==> src/rtl/alu_pkg.sv <==
// Shared ALU definitions: select codes, RV32I opcode/funct7 constants and a
// funct3-to-select helper used by the issue decoder and the ALU itself.
package alu_pkg;

  typedef enum logic [3:0] {
    ALU_ADD   = 4'b0000,
    ALU_SLL   = 4'b0001,
    ALU_SLT   = 4'b0010,
    ALU_SLTU  = 4'b0011,
    ALU_XOR   = 4'b0100,
    ALU_SRL   = 4'b0101,
    ALU_SRA   = 4'b0110,
    ALU_SUB   = 4'b0111,
    ALU_OR    = 4'b1000,
    ALU_AND   = 4'b1001,
    ALU_PASSB = 4'b1010
  } alu_sel_e;

  localparam logic [6:0] OPC_OP     = 7'b0110011;
  localparam logic [6:0] OPC_OP_IMM = 7'b0010011;
  localparam logic [6:0] OPC_LUI    = 7'b0110111;
  localparam logic [6:0] OPC_AUIPC  = 7'b0010111;

  localparam logic [6:0] F7_BASE = 7'b0000000;
  localparam logic [6:0] F7_ALT  = 7'b0100000;

  // Base-encoding mapping (funct7 = 0); SUB/SRA are chosen by the caller.
  function automatic alu_sel_e funct3_sel(input logic [2:0] f3);
    case (f3)
      3'b000:  return ALU_ADD;
      3'b001:  return ALU_SLL;
      3'b010:  return ALU_SLT;
      3'b011:  return ALU_SLTU;
      3'b100:  return ALU_XOR;
      3'b101:  return ALU_SRL;
      3'b110:  return ALU_OR;
      default: return ALU_AND;
    endcase
  endfunction

endpackage

==> src/rtl/alu_op_decode.sv <==
// Combinational RV32I integer-op decode: select code, operands, destination
// and legality for OP, OP-IMM, LUI and AUIPC.
module alu_op_decode
  import alu_pkg::*;
#(
  parameter int WIDTH = 32
) (
  input  logic [31:0]      instr_i,
  input  logic [WIDTH-1:0] pc_i,
  input  logic [WIDTH-1:0] rs1_i,
  input  logic [WIDTH-1:0] rs2_i,
  output logic [3:0]       alu_sel_o,
  output logic [WIDTH-1:0] op_a_o,
  output logic [WIDTH-1:0] op_b_o,
  output logic [4:0]       rd_o,
  output logic             rd_we_o,
  output logic             illegal_o
);

  logic [6:0]       opcode;
  logic [2:0]       f3;
  logic [6:0]       f7;
  logic [WIDTH-1:0] imm_i;
  logic [WIDTH-1:0] imm_u;
  logic [WIDTH-1:0] shamt;
  alu_sel_e         sel;
  logic [WIDTH-1:0] op_a;
  logic [WIDTH-1:0] op_b;
  logic             legal;

  assign opcode = instr_i[6:0];
  assign f3     = instr_i[14:12];
  assign f7     = instr_i[31:25];
  assign imm_i  = WIDTH'($signed(instr_i[31:20]));
  assign imm_u  = WIDTH'($signed({instr_i[31:12], 12'b0}));
  assign shamt  = WIDTH'(instr_i[24:20]);

  always_comb begin
    sel   = ALU_ADD;
    op_a  = '0;
    op_b  = '0;
    legal = 1'b0;
    if (instr_i[1:0] == 2'b11) begin
      case (opcode)
        OPC_OP: begin
          op_a = rs1_i;
          op_b = rs2_i;
          if (f7 == F7_BASE) begin
            legal = 1'b1;
            sel   = funct3_sel(f3);
          end else if (f7 == F7_ALT && (f3 == 3'b000 || f3 == 3'b101)) begin
            legal = 1'b1;
            sel   = (f3 == 3'b000) ? ALU_SUB : ALU_SRA;
          end
        end
        OPC_OP_IMM: begin
          op_a = rs1_i;
          op_b = imm_i;
          case (f3)
            3'b001: begin
              op_b  = shamt;
              sel   = ALU_SLL;
              legal = (f7 == F7_BASE);
            end
            3'b101: begin
              op_b  = shamt;
              sel   = (f7 == F7_ALT) ? ALU_SRA : ALU_SRL;
              legal = (f7 == F7_BASE) || (f7 == F7_ALT);
            end
            default: begin
              sel   = funct3_sel(f3);
              legal = 1'b1;
            end
          endcase
        end
        OPC_LUI: begin
          sel   = ALU_PASSB;
          op_b  = imm_u;
          legal = 1'b1;
        end
        OPC_AUIPC: begin
          op_a  = pc_i;
          op_b  = imm_u;
          legal = 1'b1;
        end
        default: legal = 1'b0;
      endcase
    end
    // Unsupported encodings issue as a harmless ADD 0,0 with no writeback.
    if (!legal) begin
      sel  = ALU_ADD;
      op_a = '0;
      op_b = '0;
    end
  end

  assign alu_sel_o = sel;
  assign op_a_o    = op_a;
  assign op_b_o    = op_b;
  assign rd_o      = instr_i[11:7];
  assign rd_we_o   = legal && (instr_i[11:7] != 5'd0);
  assign illegal_o = !legal;

endmodule

==> src/rtl/alu_op_issue.sv <==
// Single-slot issue register between register-file read and the ALU, with a
// valid/ready handshake on both sides and a flush that empties the slot.
module alu_op_issue
  import alu_pkg::*;
#(
  parameter int WIDTH = 32
) (
  input  logic             clk,
  input  logic             rst_n,
  input  logic             in_valid,
  output logic             in_ready,
  input  logic [31:0]      in_instr,
  input  logic [WIDTH-1:0] in_pc,
  input  logic [WIDTH-1:0] in_rs1_data,
  input  logic [WIDTH-1:0] in_rs2_data,
  input  logic             flush,
  output logic             out_valid,
  input  logic             out_ready,
  output logic [3:0]       out_alu_sel,
  output logic [WIDTH-1:0] out_op_a,
  output logic [WIDTH-1:0] out_op_b,
  output logic [4:0]       out_rd,
  output logic             out_rd_we,
  output logic             out_illegal,
  output logic [WIDTH-1:0] out_pc
);

  logic [3:0]       dec_sel;
  logic [WIDTH-1:0] dec_op_a;
  logic [WIDTH-1:0] dec_op_b;
  logic [4:0]       dec_rd;
  logic             dec_rd_we;
  logic             dec_illegal;

  logic             valid_q;
  logic [3:0]       sel_q;
  logic [WIDTH-1:0] op_a_q;
  logic [WIDTH-1:0] op_b_q;
  logic [4:0]       rd_q;
  logic             rd_we_q;
  logic             illegal_q;
  logic [WIDTH-1:0] pc_q;

  alu_op_decode #(.WIDTH(WIDTH)) u_decode (
    .instr_i   (in_instr),
    .pc_i      (in_pc),
    .rs1_i     (in_rs1_data),
    .rs2_i     (in_rs2_data),
    .alu_sel_o (dec_sel),
    .op_a_o    (dec_op_a),
    .op_b_o    (dec_op_b),
    .rd_o      (dec_rd),
    .rd_we_o   (dec_rd_we),
    .illegal_o (dec_illegal)
  );

  assign in_ready = !valid_q || out_ready;

  // Flush wins over both transfers; a load while draining replaces the slot.
  always_ff @(posedge clk or negedge rst_n) begin
    if (!rst_n) begin
      valid_q   <= 1'b0;
      sel_q     <= '0;
      op_a_q    <= '0;
      op_b_q    <= '0;
      rd_q      <= '0;
      rd_we_q   <= 1'b0;
      illegal_q <= 1'b0;
      pc_q      <= '0;
    end else if (flush) begin
      valid_q <= 1'b0;
    end else if (in_valid && in_ready) begin
      valid_q   <= 1'b1;
      sel_q     <= dec_sel;
      op_a_q    <= dec_op_a;
      op_b_q    <= dec_op_b;
      rd_q      <= dec_rd;
      rd_we_q   <= dec_rd_we;
      illegal_q <= dec_illegal;
      pc_q      <= in_pc;
    end else if (out_ready) begin
      valid_q <= 1'b0;
    end
  end

  assign out_valid   = valid_q;
  assign out_alu_sel = sel_q;
  assign out_op_a    = op_a_q;
  assign out_op_b    = op_b_q;
  assign out_rd      = rd_q;
  assign out_rd_we   = rd_we_q;
  assign out_illegal = illegal_q;
  assign out_pc      = pc_q;

endmodule
==> config.mk <==
export PLATFORM = sky130hd
export DESIGN_NAME = alu_op_issue
export DESIGN_NICKNAME = d
export VERILOG_FILES = /design/src/rtl/alu_pkg.sv /design/src/rtl/alu_op_decode.sv /design/src/rtl/alu_op_issue.sv
export SDC_FILE = /design/constraint.sdc
export NUM_CORES = 1
export LEC_CHECK = 0
export CORE_MARGIN = 4
export CORE_UTILIZATION = 45
export CTS_CLUSTER_SIZE = 25
export DETAILED_ROUTE_END_ITERATION = 16
export GPL_ROUTABILITY_DRIVEN = 1
export PLACE_DENSITY_LB_ADDON = 0.25
export SLEW_MARGIN = 10
export SYNTH_ARGS = -nofsm -noshare
export SYNTH_HDL_FRONTEND = slang
export SYNTH_SLANG_ARGS = --single-unit
==> constraint.sdc <==
create_clock -name clk -period 4 [get_ports clk]
set_clock_uncertainty 0.15 [all_clocks]
set_input_delay 0.8 -clock clk [delete_from_list [all_inputs] [get_ports clk]]
set_output_delay 0.8 -clock clk [all_outputs]
set_load 0.005 [all_outputs]
After elaboration in Yosys (flattened, before gate mapping)
Cells that the tools add are included.

Register bits: 108. Input bits: 133. Output and inout port bits: 109. Word-level logic and storage cells: 62.

Equal/unequal tests: 12. Mux-type cells: 25. Bitwise logic cells: 1. Reduce and logical (&&, ||, !) cells: 16.

Operators with widths (number): $mux 32 (5); $pmux 32 s3 (1); $pmux 32 s2 (1); $pmux 4 s7 (1); $eq 7x6->1 const B (3); $pmux 4 s5 (1); $mux 4 (4); $eq 7x5->1 const B (2); $pmux 4 s3 (1); $eq 3x3->1 const B (3); $pmux 4 s2 (1); $logic_not 7->1 (1); $mux 1 (7); $eq 3x2->1 const B (2); $reduce_or 2->1 (3); $reduce_bool 5->1 (1); $eq 3x1->1 const B (1); $logic_and 1x1->1 (3); $logic_not 3->1 (1); $logic_or 1x1->1 (3); $pmux 1 s3 (1); $reduce_bool 3->1 (1); $eq 2x2->1 const B (1); $logic_not 1->1 (2); other kinds (4) (4).

Depth between registers and ports, before layout
Gate-level depths: netlist of the first run.

Word-level depth: 8. Depth in mapped cells: 8. Depth with buffers taken out: 5.

By module
Synthesis of the first run repeated with hierarchy kept, for this count alone.

Cells, all modules: 461. Area total of the unflattened synthesis: 5689.2 um^2.

Modules (own cells, without submodules): alu_op_issue (times used 1, cells each 232, area an instance 4201.5 um^2, seq. area each 2702.6 um^2); alu_op_decode (times used 1, cells each 229, area an instance 1487.7 um^2, seq. area each 0.0 um^2).

Worst setup path before layout of the first run
No wires, ideal clock.

Path kind: input to register. Start point: input in_instr[13]. End point: register op_b_q[15], in the netlist out_op_b[15]. Arrival time: 2.134 ns. Slack: 1.574 ns. Cell stages on the path: 8. Cell sequence: buf_6 > nand2b_1 > buf_2 > a31oi_1 > nor2_1 > a221oi_4 > buf_6 > a211oi_1.

Longest elaborated chain between the ends: 8.

Ends and longest elaborated chain: from (decl) (RTL line alu_op_issue.sv:12) `input logic [31:0] in_instr,`; $eq 3x3->1 or $logic_not 3->1 (tied branches) (RTL line alu_op_decode.sv:51, alu_op_decode.sv:59); $logic_or 1x1->1 (RTL line alu_op_decode.sv:51) `end else if (f7 == F7_ALT && (f3 == 3'b000 || f3 == 3'b101)) begin`; $logic_and 1x1->1 (RTL line alu_op_decode.sv:51); $mux 1 (RTL line alu_op_decode.sv:51); $mux 1 (RTL line alu_op_decode.sv:48) `if (f7 == F7_BASE) begin`; $pmux 1 s3 (RTL line alu_op_decode.sv:44) `case (opcode)`; $mux 1 (RTL line alu_op_decode.sv:43) `if (instr_i[1:0] == 2'b11) begin`; $mux 32 * (RTL line alu_op_decode.sv:90) `if (!legal) begin`; to (signal assigned) (RTL line alu_op_issue.sv:76) `op_b_q <= dec_op_b;`; to (decl) (RTL line alu_op_issue.sv:38) `logic [WIDTH-1:0] op_b_q;`.

Mark *: on every way between the ends. The rest lies on a longest branch, timed or not. A chain may end at the register's enable or synchronous reset.

Final worst setup path of the first run
Start point: input out_ready. End point: output in_ready.

Longest elaborated chain between the ends: 1.

Ends and longest elaborated chain: from (decl) (RTL line alu_op_issue.sv:18) `input logic out_ready,`; $logic_or 1x1->1 (RTL line alu_op_issue.sv:57) `assign in_ready = !valid_q || out_ready;`; to (decl) (RTL line alu_op_issue.sv:11) `output logic in_ready,`.

No other way between the ends.

==> report_table.html, run 1 <==
<table>
<tr><th>Metric</th><th>Value</th></tr>
<tr><th colspan="2">Run status</th></tr>
<tr><td>Run status</td><td>finished, final reports clean</td></tr>
<tr><th colspan="2">Route</th></tr>
<tr><td>Wire length after detailed routing</td><td>between 15 and 20 mm</td></tr>
<tr><td>Wire length per cell after detailed routing</td><td>around 18 µm</td></tr>
<tr><td>Number of vias per cell after detailed routing</td><td>~5.5</td></tr>
<tr><td>DRC violations left</td><td>0</td></tr>
<tr><td>Violation count after the first detailed-route iteration</td><td>about 450</td></tr>
<tr><td>M1 wire length</td><td>approximately 6.8 mm</td></tr>
<tr><td>Uppermost routed layer</td><td>met4</td></tr>
<tr><td>Iteration count of the initial detailed-routing pass</td><td>5</td></tr>
<tr><td>Routed vias</td><td>about 5,300</td></tr>
<tr><td>Routed length on met3</td><td>1.31 mm</td></tr>
<tr><td>Number of nets with antenna violations after detailed routing</td><td>0</td></tr>
<tr><td>Routed wl met2</td><td>about 8.5 mm</td></tr>
<tr><th colspan="2">Synth</th></tr>
<tr><td>Synthesized netlist cell count</td><td>roughly 600</td></tr>
<tr><td>Syn_nets</td><td>728</td></tr>
<tr><td>Commonest cells post-synth</td><td>nand2_1 (213), dfrtp_1 (108), nor2_1 (45)</td></tr>
<tr><td>Largest cells by area after synthesis</td><td>dfrtp_1 (53%), nand2_1 (16%), nor2_1 (3.3%)</td></tr>
<tr><td>FF+latch count, synth</td><td>108</td></tr>
<tr><td>Cell area after synthesis</td><td>5110 µm²</td></tr>
<tr><td>Top-count cell post-synth</td><td>nand2_1</td></tr>
<tr><td>Proportion of register bits with asynchronous set or reset after synthesis</td><td>100%</td></tr>
<tr><td>Number of distinct library cells after synthesis</td><td>42</td></tr>
<tr><td>Cell type with the highest aggregate area in the netlist</td><td>dfrtp_1</td></tr>
<tr><td>Avg Synthesized Cell Area</td><td>about 8.6 µm²</td></tr>
<tr><td>Post-synthesis sequential area ratio</td><td>between 50% and 60%</td></tr>
<tr><td>Number of flops mapped to enable cells by yosys</td><td>0</td></tr>
<tr><td>Main synth FF type</td><td>dfrtp_1</td></tr>
<tr><td>Synth top area share</td><td>~53%</td></tr>
<tr><td>Yosys warning total</td><td>0</td></tr>
<tr><th colspan="2">Finish</th></tr>
<tr><td>Core occupancy in the finished layout</td><td>between 70% and 80%</td></tr>
<tr><td>Post-route insts no fill</td><td>about 960</td></tr>
<tr><td>Final non-filler cell area</td><td>~7900 µm²</td></tr>
<tr><td>Fraction of layout instances using a drive strength above 1</td><td>between 4 and 5%</td></tr>
<tr><td>Total number of nets in the final design</td><td>roughly 940</td></tr>
<tr><td>Area growth from synthesis to final layout</td><td>54.5%</td></tr>
<tr><td>Number of antenna repair diodes</td><td>0</td></tr>
<tr><th colspan="2">Floorplanning</th></tr>
<tr><td>Number of I/O pins</td><td>approximately 240</td></tr>
<tr><td>Standard-cell rows</td><td>38</td></tr>
<tr><td>Die area</td><td>13,100 µm²</td></tr>
<tr><td>Floorplan Core Area</td><td>11,000 µm²</td></tr>
<tr><td>Die extent in x</td><td>115 µm</td></tr>
<tr><td>Height of the chip</td><td>between 100 and 150 µm</td></tr>
<tr><td>Starting utilization of the core area</td><td>~47%</td></tr>
<tr><th colspan="2">Worst setup path</th></tr>
<tr><td>Slowest-stage cell, CP</td><td>clkdlybuf4s50_1</td></tr>
<tr><td>Type of the worst setup path</td><td>in2out</td></tr>
<tr><td>Path depth of the worst reg2reg path</td><td>5</td></tr>
<tr><td>CP max FO</td><td>3</td></tr>
<tr><td>Max stage delay on crit path</td><td>between 400 and 500 ps</td></tr>
<tr><td>CP cell instances</td><td>clkdlybuf4s50_1, nor2b_1, inv_1, clkdlybuf4s50_1</td></tr>
<tr><td>FF-to-FF Start</td><td>out_valid</td></tr>
<tr><td>Worst setup slack for register-to-register paths</td><td>between 1500 and 2000 ps</td></tr>
<tr><td>Critical path's most frequent cell</td><td>clkdlybuf4s50_1</td></tr>
<tr><td>Data arrival at the endpoint of the critical path</td><td>between 1500 and 2000 ps</td></tr>
<tr><td>Startpoint kind of the worst setup timing path</td><td>input port</td></tr>
<tr><td>Endpoint of the most critical register-to-register path</td><td>out_op_a[16]</td></tr>
<tr><td>Crit end category</td><td>primary output</td></tr>
<tr><td>Required time worst endpoint</td><td>3050 ps</td></tr>
<tr><th colspan="2">Clock network</th></tr>
<tr><td>CTS Hold Bufs</td><td>0</td></tr>
<tr><td>Clock latency on the worst-skew pair</td><td>about 340 ps</td></tr>
<tr><td>Deepest clock path buffer count</td><td>2</td></tr>
<tr><td>CTS HTree Levels</td><td>3</td></tr>
<tr><td>Setup Fix Bufs, Post-CTS</td><td>0</td></tr>
<tr><td>Master cell of the clock root buffer</td><td>clkbuf_16</td></tr>
<tr><td>Clock Sinks</td><td>approximately 110</td></tr>
<tr><td>Number of cells upsized or downsized after cts</td><td>0</td></tr>
<tr><td>CTS Buf Count</td><td>9</td></tr>
<tr><td>CTS tree</td><td>built</td></tr>
<tr><td>Clock slew at the register clock pins of the worst setup and hold paths</td><td>roughly 60 ps</td></tr>
<tr><th colspan="2">Global routing</th></tr>
<tr><td>Via count of the first global-routing pass</td><td>5,276</td></tr>
<tr><td>Pin count of the biggest net entering global routing</td><td>about 110</td></tr>
<tr><td>Global-route wire length before repair</td><td>between 20 and 30 mm</td></tr>
<tr><td>Total grt overflow</td><td>0</td></tr>
<tr><td>Number of antenna violations at the first check in global routing</td><td>0</td></tr>
<tr><td>Total global routing track utilization</td><td>26.3%</td></tr>
<tr><th colspan="2">Worst hold path</th></tr>
<tr><td>Worst Hold Path Cells</td><td>2</td></tr>
<tr><td>End of the worst hold path</td><td>out_op_b[8]</td></tr>
<tr><td>Min-Delay Startpoint</td><td>out_op_b[8]</td></tr>
<tr><td>Path class of the lowest-slack min-delay path</td><td>reg2reg</td></tr>
<tr><th colspan="2">Placed design</th></tr>
<tr><td>Number of placed instances with taps included</td><td>940</td></tr>
<tr><td>Number of port buffers</td><td>roughly 240</td></tr>
<tr><td>Global placer's final weighted congestion</td><td>approximately 0.85</td></tr>
<tr><td>Placed cell areas</td><td>~7600 µm²</td></tr>
<tr><td>Half-perimeter wire length of the detailed placement result</td><td>12.3 mm</td></tr>
<tr><th colspan="2">Power</th></tr>
<tr><td>Fraction of power spent switching nets</td><td>approximately a quarter</td></tr>
<tr><td>Leakage power</td><td>0.00337 µW</td></tr>
<tr><td>Cell internal pwr</td><td>roughly 2200 µW</td></tr>
<tr><td>Net switching component of the power</td><td>739 µW</td></tr>
<tr><td>Fraction of power consumed by combinational cells</td><td>22.3%</td></tr>
<tr><td>Sequential group share of total power</td><td>between 40 and 50%</td></tr>
<tr><td>Relative contribution of the clock network to total power</td><td>between 30% and 40%</td></tr>
<tr><td>Power density over the cells</td><td>367 nW/µm²</td></tr>
<tr><td>Max IR drop VDD</td><td>0.000231 V</td></tr>
<tr><th colspan="2">Timing</th></tr>
<tr><td>Final number of max-transition violations</td><td>0</td></tr>
<tr><td>Setup_tns</td><td>0 ps</td></tr>
<tr><td>Minimum clock period</td><td>between 2000 and 3000 ps</td></tr>
<tr><td>Final setup violation count</td><td>0</td></tr>
<tr><td>Hold violation count in the final report</td><td>0</td></tr>
<tr><td>Pin slew with the least headroom to its limit</td><td>between 900 and 1000 ps</td></tr>
<tr><td>Setup repair after global routing missed its margin</td><td>false</td></tr>
<tr><td>Achievable clock frequency</td><td>342 MHz</td></tr>
<tr><td>Worst slew margin</td><td>approximately 36%</td></tr>
<tr><td>Share of the cycle needed by the critical path after routing</td><td>73.0%</td></tr>
<tr><th colspan="2">Job</th></tr>
<tr><td>Max-cap violations</td><td>0</td></tr>
</table>
==> state kept, by name, indices dropped and copies added, names as in the netlist <==
name,cells
out_alu_sel,4
out_illegal,1
out_op_a,32
out_op_b,32
out_pc,32
out_rd,5
out_rd_we,1
out_valid,1
==> critical path, delay by kind of cell <==
kind	cells	cell delay, ps
buffers and inverters	3	940
AND/OR/NAND/NOR	1	230
==> area by class of cell <==
type	count	area, µm²
fill	829	3090
sequential	108	2700
timing repair buffer	252	2500
multi-input combinational	435	2160
clock buffer	11	253
tap	140	175
clock inverter	4	80.1
inverter	5	18.8
==> metal layers <==
metal	track usage, %	vias up
li1	-	2475
met1	33.0	2527
met2	43.5	234
met3	7.56	33
met4	8.87	0
met5	0	-
==> worst max path at each step <==
| stage | from | endpoint | slack (ps) |
|---|---|---|---|
| finish | out_ready | in_ready | 1080 |
| global route | out_ready | in_ready | 1000 |
| CTS | out_ready | in_ready | 1090 |
| detailed placement | in_instr[13] | out_op_b[13] | 850 |
| global placement | in_instr[13] | out_op_a[31] | 920 |
| floorplan | in_instr[13] | out_op_b[15] | 1570 |
==> cells in the final DEF (no fill, tap or decap), drive strengths merged, types with 3 or more instances in the layout <==
cell type      Yosys  final
clkdlybuf4s50      0    239
nand2            213    213
dfrtp            108    108
nor2              46     46
a31oi             24     24
nand3             23     23
o22ai             19     19
a211oi            18     18
nor3              17     17
o31ai             14     14
buf               11     13
a221oi            12     12
clkbuf            36     11
a21oi              9      9
inv                5      7
o21ai              6      6
mux2i              5      5
nor2b              4      4
nand2b             3      3
==> power by group through the flow <==
stage	sequential (µW)	combinational [µW]	clock [µW]
after floorplan	1280	200	0
after global placement	1270	632	0
after detailed placement	1270	646	0
after CTS	1250	651	1010
after global routing	1270	703	1060
final	1250	646	994
==> per-stage QoR <==
step / hold WS [ps] / worst slack, ps / power, µW
CTS: 331 / 1090 / 2910
finish: 328 / 1080 / 2890
detailed placement: 316 / 847 / 1920
floorplan: 320 / 1570 / 1480
global placement: 308 / 917 / 1900
global route: 354 / 998 / 3030
==> logic make-up (layout without fill, tap and decap cells) <==
kind of cell	after synthesis	in the layout	share of synthesized area, %
AO/OA/AOI/OAI	112	112	15.6
XOR/XNOR	1	1	0.171
buffers and inverters	52	272	4.90
flip-flops	108	108	52.9
multiplexers	5	5	0.980
AND/OR/NAND/NOR	317	317	25.5
Power figures use the tool's default switching activity.
==> inputs of run 2 (changes only) <==
Settings changed: CORE_UTILIZATION 45 to 41.
Clock period 4 ns to 2.9 ns, I/O delays scaled along.
==> run 2 against run 1 <==
Compared with the run above: critical path depth is the same; first-iteration DRC count shrank 3.6%; sequential share of layout area shrank 0.47 points.
==> report_table.html, run 2 (same netlist as run 1, synthesis figures left out) <==
<table>
<tr><th>Metric</th><th>Value</th></tr>
<tr><th colspan="2">Timing</th></tr>
<tr><td>Setup_tns</td><td>0 ps</td></tr>
<tr><td>Minimum clock period</td><td>2510 ps</td></tr>
<tr><td>Share of the cycle needed by the critical path after routing</td><td>~87%</td></tr>
<tr><td>Worst slew margin</td><td>between 50% and 60%</td></tr>
<tr><td>Hold violation count in the final report</td><td>0</td></tr>
<tr><td>Final number of max-transition violations</td><td>0</td></tr>
<tr><td>Final setup violation count</td><td>0</td></tr>
<tr><td>Smallest hold slack</td><td>about 100 ps</td></tr>
<tr><td>Minimum setup slack in the final design</td><td>a little under 400 ps</td></tr>
<tr><td>Setup repair after global routing missed its margin</td><td>false</td></tr>
<tr><td>Pin slew with the least headroom to its limit</td><td>721 ps</td></tr>
<tr><td>Achievable clock frequency</td><td>398 MHz</td></tr>
<tr><th colspan="2">Global routing</th></tr>
<tr><td>Total grt overflow</td><td>0</td></tr>
<tr><td>Number of antenna violations at the first check in global routing</td><td>0</td></tr>
<tr><td>Via count of the first global-routing pass</td><td>between 5,000 and 6,000</td></tr>
<tr><td>Total global routing track utilization</td><td>23.3%</td></tr>
<tr><td>Global-route wire length before repair</td><td>26.5 mm</td></tr>
<tr><td>Pin count of the biggest net entering global routing</td><td>60</td></tr>
<tr><th colspan="2">Finish</th></tr>
<tr><td>Fraction of layout instances using a drive strength above 1</td><td>4.99%</td></tr>
<tr><td>Final non-filler cell area</td><td>roughly 8000 µm²</td></tr>
<tr><td>Area growth from synthesis to final layout</td><td>56.6%</td></tr>
<tr><td>Total number of nets in the final design</td><td>951</td></tr>
<tr><td>Number of antenna repair diodes</td><td>0</td></tr>
<tr><td>Filler Cells Inserted</td><td>1,015</td></tr>
<tr><td>Leading cell types in the layout, fill and taps excluded</td><td>clkdlybuf4s50_1 (239), nand2_1 (213), dfrtp_1 (108), nor2_1 (44), a31oi_1 (24)</td></tr>
<tr><td>Most common cell after layout, fill and taps aside</td><td>clkdlybuf4s50_1</td></tr>
<tr><th colspan="2">Floorplanning</th></tr>
<tr><td>Standard-cell rows</td><td>40</td></tr>
<tr><td>Die extent in x</td><td>120 µm</td></tr>
<tr><td>Height of the chip</td><td>120 µm</td></tr>
<tr><td>Die area</td><td>~14,000 µm²</td></tr>
<tr><td>Starting utilization of the core area</td><td>between 40% and 50%</td></tr>
<tr><td>Floorplan Core Area</td><td>around 12,000 µm²</td></tr>
<tr><td>Number of I/O pins</td><td>242</td></tr>
<tr><th colspan="2">Clock network</th></tr>
<tr><td>Setup Fix Bufs, Post-CTS</td><td>0</td></tr>
<tr><td>CTS Buf Count</td><td>9</td></tr>
<tr><td>Number of cells upsized or downsized after cts</td><td>0</td></tr>
<tr><td>Deepest clock path buffer count</td><td>2</td></tr>
<tr><td>CTS Hold Bufs</td><td>0</td></tr>
<tr><td>Clock slew at the register clock pins of the worst setup and hold paths</td><td>70 ps</td></tr>
<tr><td>CTS tree</td><td>built</td></tr>
<tr><td>Clock Sinks</td><td>between 100 and 150</td></tr>
<tr><td>CTS HTree Levels</td><td>3</td></tr>
<tr><td>Master cell of the clock root buffer</td><td>clkbuf_16</td></tr>
<tr><td>Clock latency on the worst-skew pair</td><td>340 ps</td></tr>
<tr><th colspan="2">Job</th></tr>
<tr><td>Max-cap violations</td><td>0</td></tr>
<tr><th colspan="2">Placed design</th></tr>
<tr><td>Global placer's final weighted congestion</td><td>0.855</td></tr>
<tr><td>DP Worst Slack</td><td>approximately 130 ps</td></tr>
<tr><td>Placed cell areas</td><td>roughly 7700 µm²</td></tr>
<tr><td>Number of port buffers</td><td>approximately 240</td></tr>
<tr><td>Half-perimeter wire length of the detailed placement result</td><td>roughly 13 mm</td></tr>
<tr><th colspan="2">Route</th></tr>
<tr><td>Number of nets with antenna violations after detailed routing</td><td>0</td></tr>
<tr><td>Violation count after the first detailed-route iteration</td><td>between 400 and 500</td></tr>
<tr><td>Wire length after detailed routing</td><td>approximately 17 mm</td></tr>
<tr><td>Wire length per cell after detailed routing</td><td>about 17 µm</td></tr>
<tr><td>Routed vias</td><td>roughly 5,200</td></tr>
<tr><td>Number of vias per cell after detailed routing</td><td>roughly 5.2</td></tr>
<tr><td>Iteration count of the initial detailed-routing pass</td><td>8</td></tr>
<tr><td>DRC violations left</td><td>0</td></tr>
<tr><th colspan="2">Power</th></tr>
<tr><td>Power density over the cells</td><td>about 480 nW/µm²</td></tr>
<tr><td>Max IR drop VDD</td><td>between 0.0003 and 0.0004 V</td></tr>
<tr><td>Leakage power</td><td>approximately 0.0034 µW</td></tr>
<tr><th colspan="2">Worst setup path</th></tr>
<tr><td>Data arrival at the endpoint of the critical path</td><td>roughly 1800 ps</td></tr>
<tr><td>Required time worst endpoint</td><td>between 2000 and 2500 ps</td></tr>
<tr><td>CP max FO</td><td>3</td></tr>
<tr><td>Crit end category</td><td>primary output</td></tr>
<tr><td>Path depth of the worst reg2reg path</td><td>6</td></tr>
<tr><td>Type of the worst setup path</td><td>in2out</td></tr>
<tr><td>Startpoint kind of the worst setup timing path</td><td>input port</td></tr>
<tr><th colspan="2">Run status</th></tr>
<tr><td>Run status</td><td>finished, final reports clean</td></tr>
<tr><th colspan="2">Worst hold path</th></tr>
<tr><td>Path class of the lowest-slack min-delay path</td><td>in2async</td></tr>
</table>
-- run 2: cell types whose count changed in the layout (fill, tap and decap cells not counted), sizes merged --
cell and delta:
buf +7, inv -2, bufinv -1, clkinv +1, clkbuf +1
-- run 2: cell type report --
cell class / instances / area, µm² / area share [%]
Inverter: 5 / 18.8 / 0.235
Tap cell: 168 / 210 / 2.63
Clock inverter: 2 / 35.0 / 0.438
Timing Repair Buffer: 259 / 2620 / 32.7
Sequential cell: 108 / 2700 / 33.8
Multi-Input combinational cell: 435 / 2160 / 27.0
Clock buffer: 12 / 256 / 3.21
-- run 2: metrics by stage --
stage / utilization, % / total power, µW / cells
after global routing: 66.1 / 4060 / 989
after floorplan: - / 2040 / 595
after detailed placement: 63.7 / 2660 / 975
after CTS: 66.1 / 3900 / 989
final: 66.1 / 3870 / 989
after global placement: 63.7 / 2640 / 975
-- run 2: critical path, cell delays in order --
cell and delay [ps]:
clkdlybuf4s50_1 400, nor2b_1 230, inv_1 110, clkdlybuf4s50_1 460
-- run 2: worst paths after layout --
kind | start | end | slack [ps]
setup / recovery | out_ready | in_ready | 390
min in group clk | out_op_b[2] | out_op_b[2] | 320
hold reg to reg | out_op_b[2] | out_op_b[2] | 320
max in group asynchronous | rst_n | out_pc[19] | 1690
hold / removal | rst_n | out_pc[13] | 100
setup reg to reg | out_valid | out_op_a[16] | 940
-- run 2: where the power goes --
| group | internal (µW) | total, µW | switching [µW] |
|---|---|---|---|
| Clock | 707 | 1240 | 530 |
| Combinational | 529 | 908 | 379 |
| Sequential | 1650 | 1730 | 76.5 |
-- run 2: layer usage --
layer | part of all wire, % | track usage (%) | vias to the layer above
met3 | 8.1 | 8.15 | 35
met5 | 0 | 0 | -
met2 | 50 | 38.9 | 233
met1 | 40 | 28.2 | 2411
met4 | 2.9 | 7.73 | 0
li1 | - | - | 2491
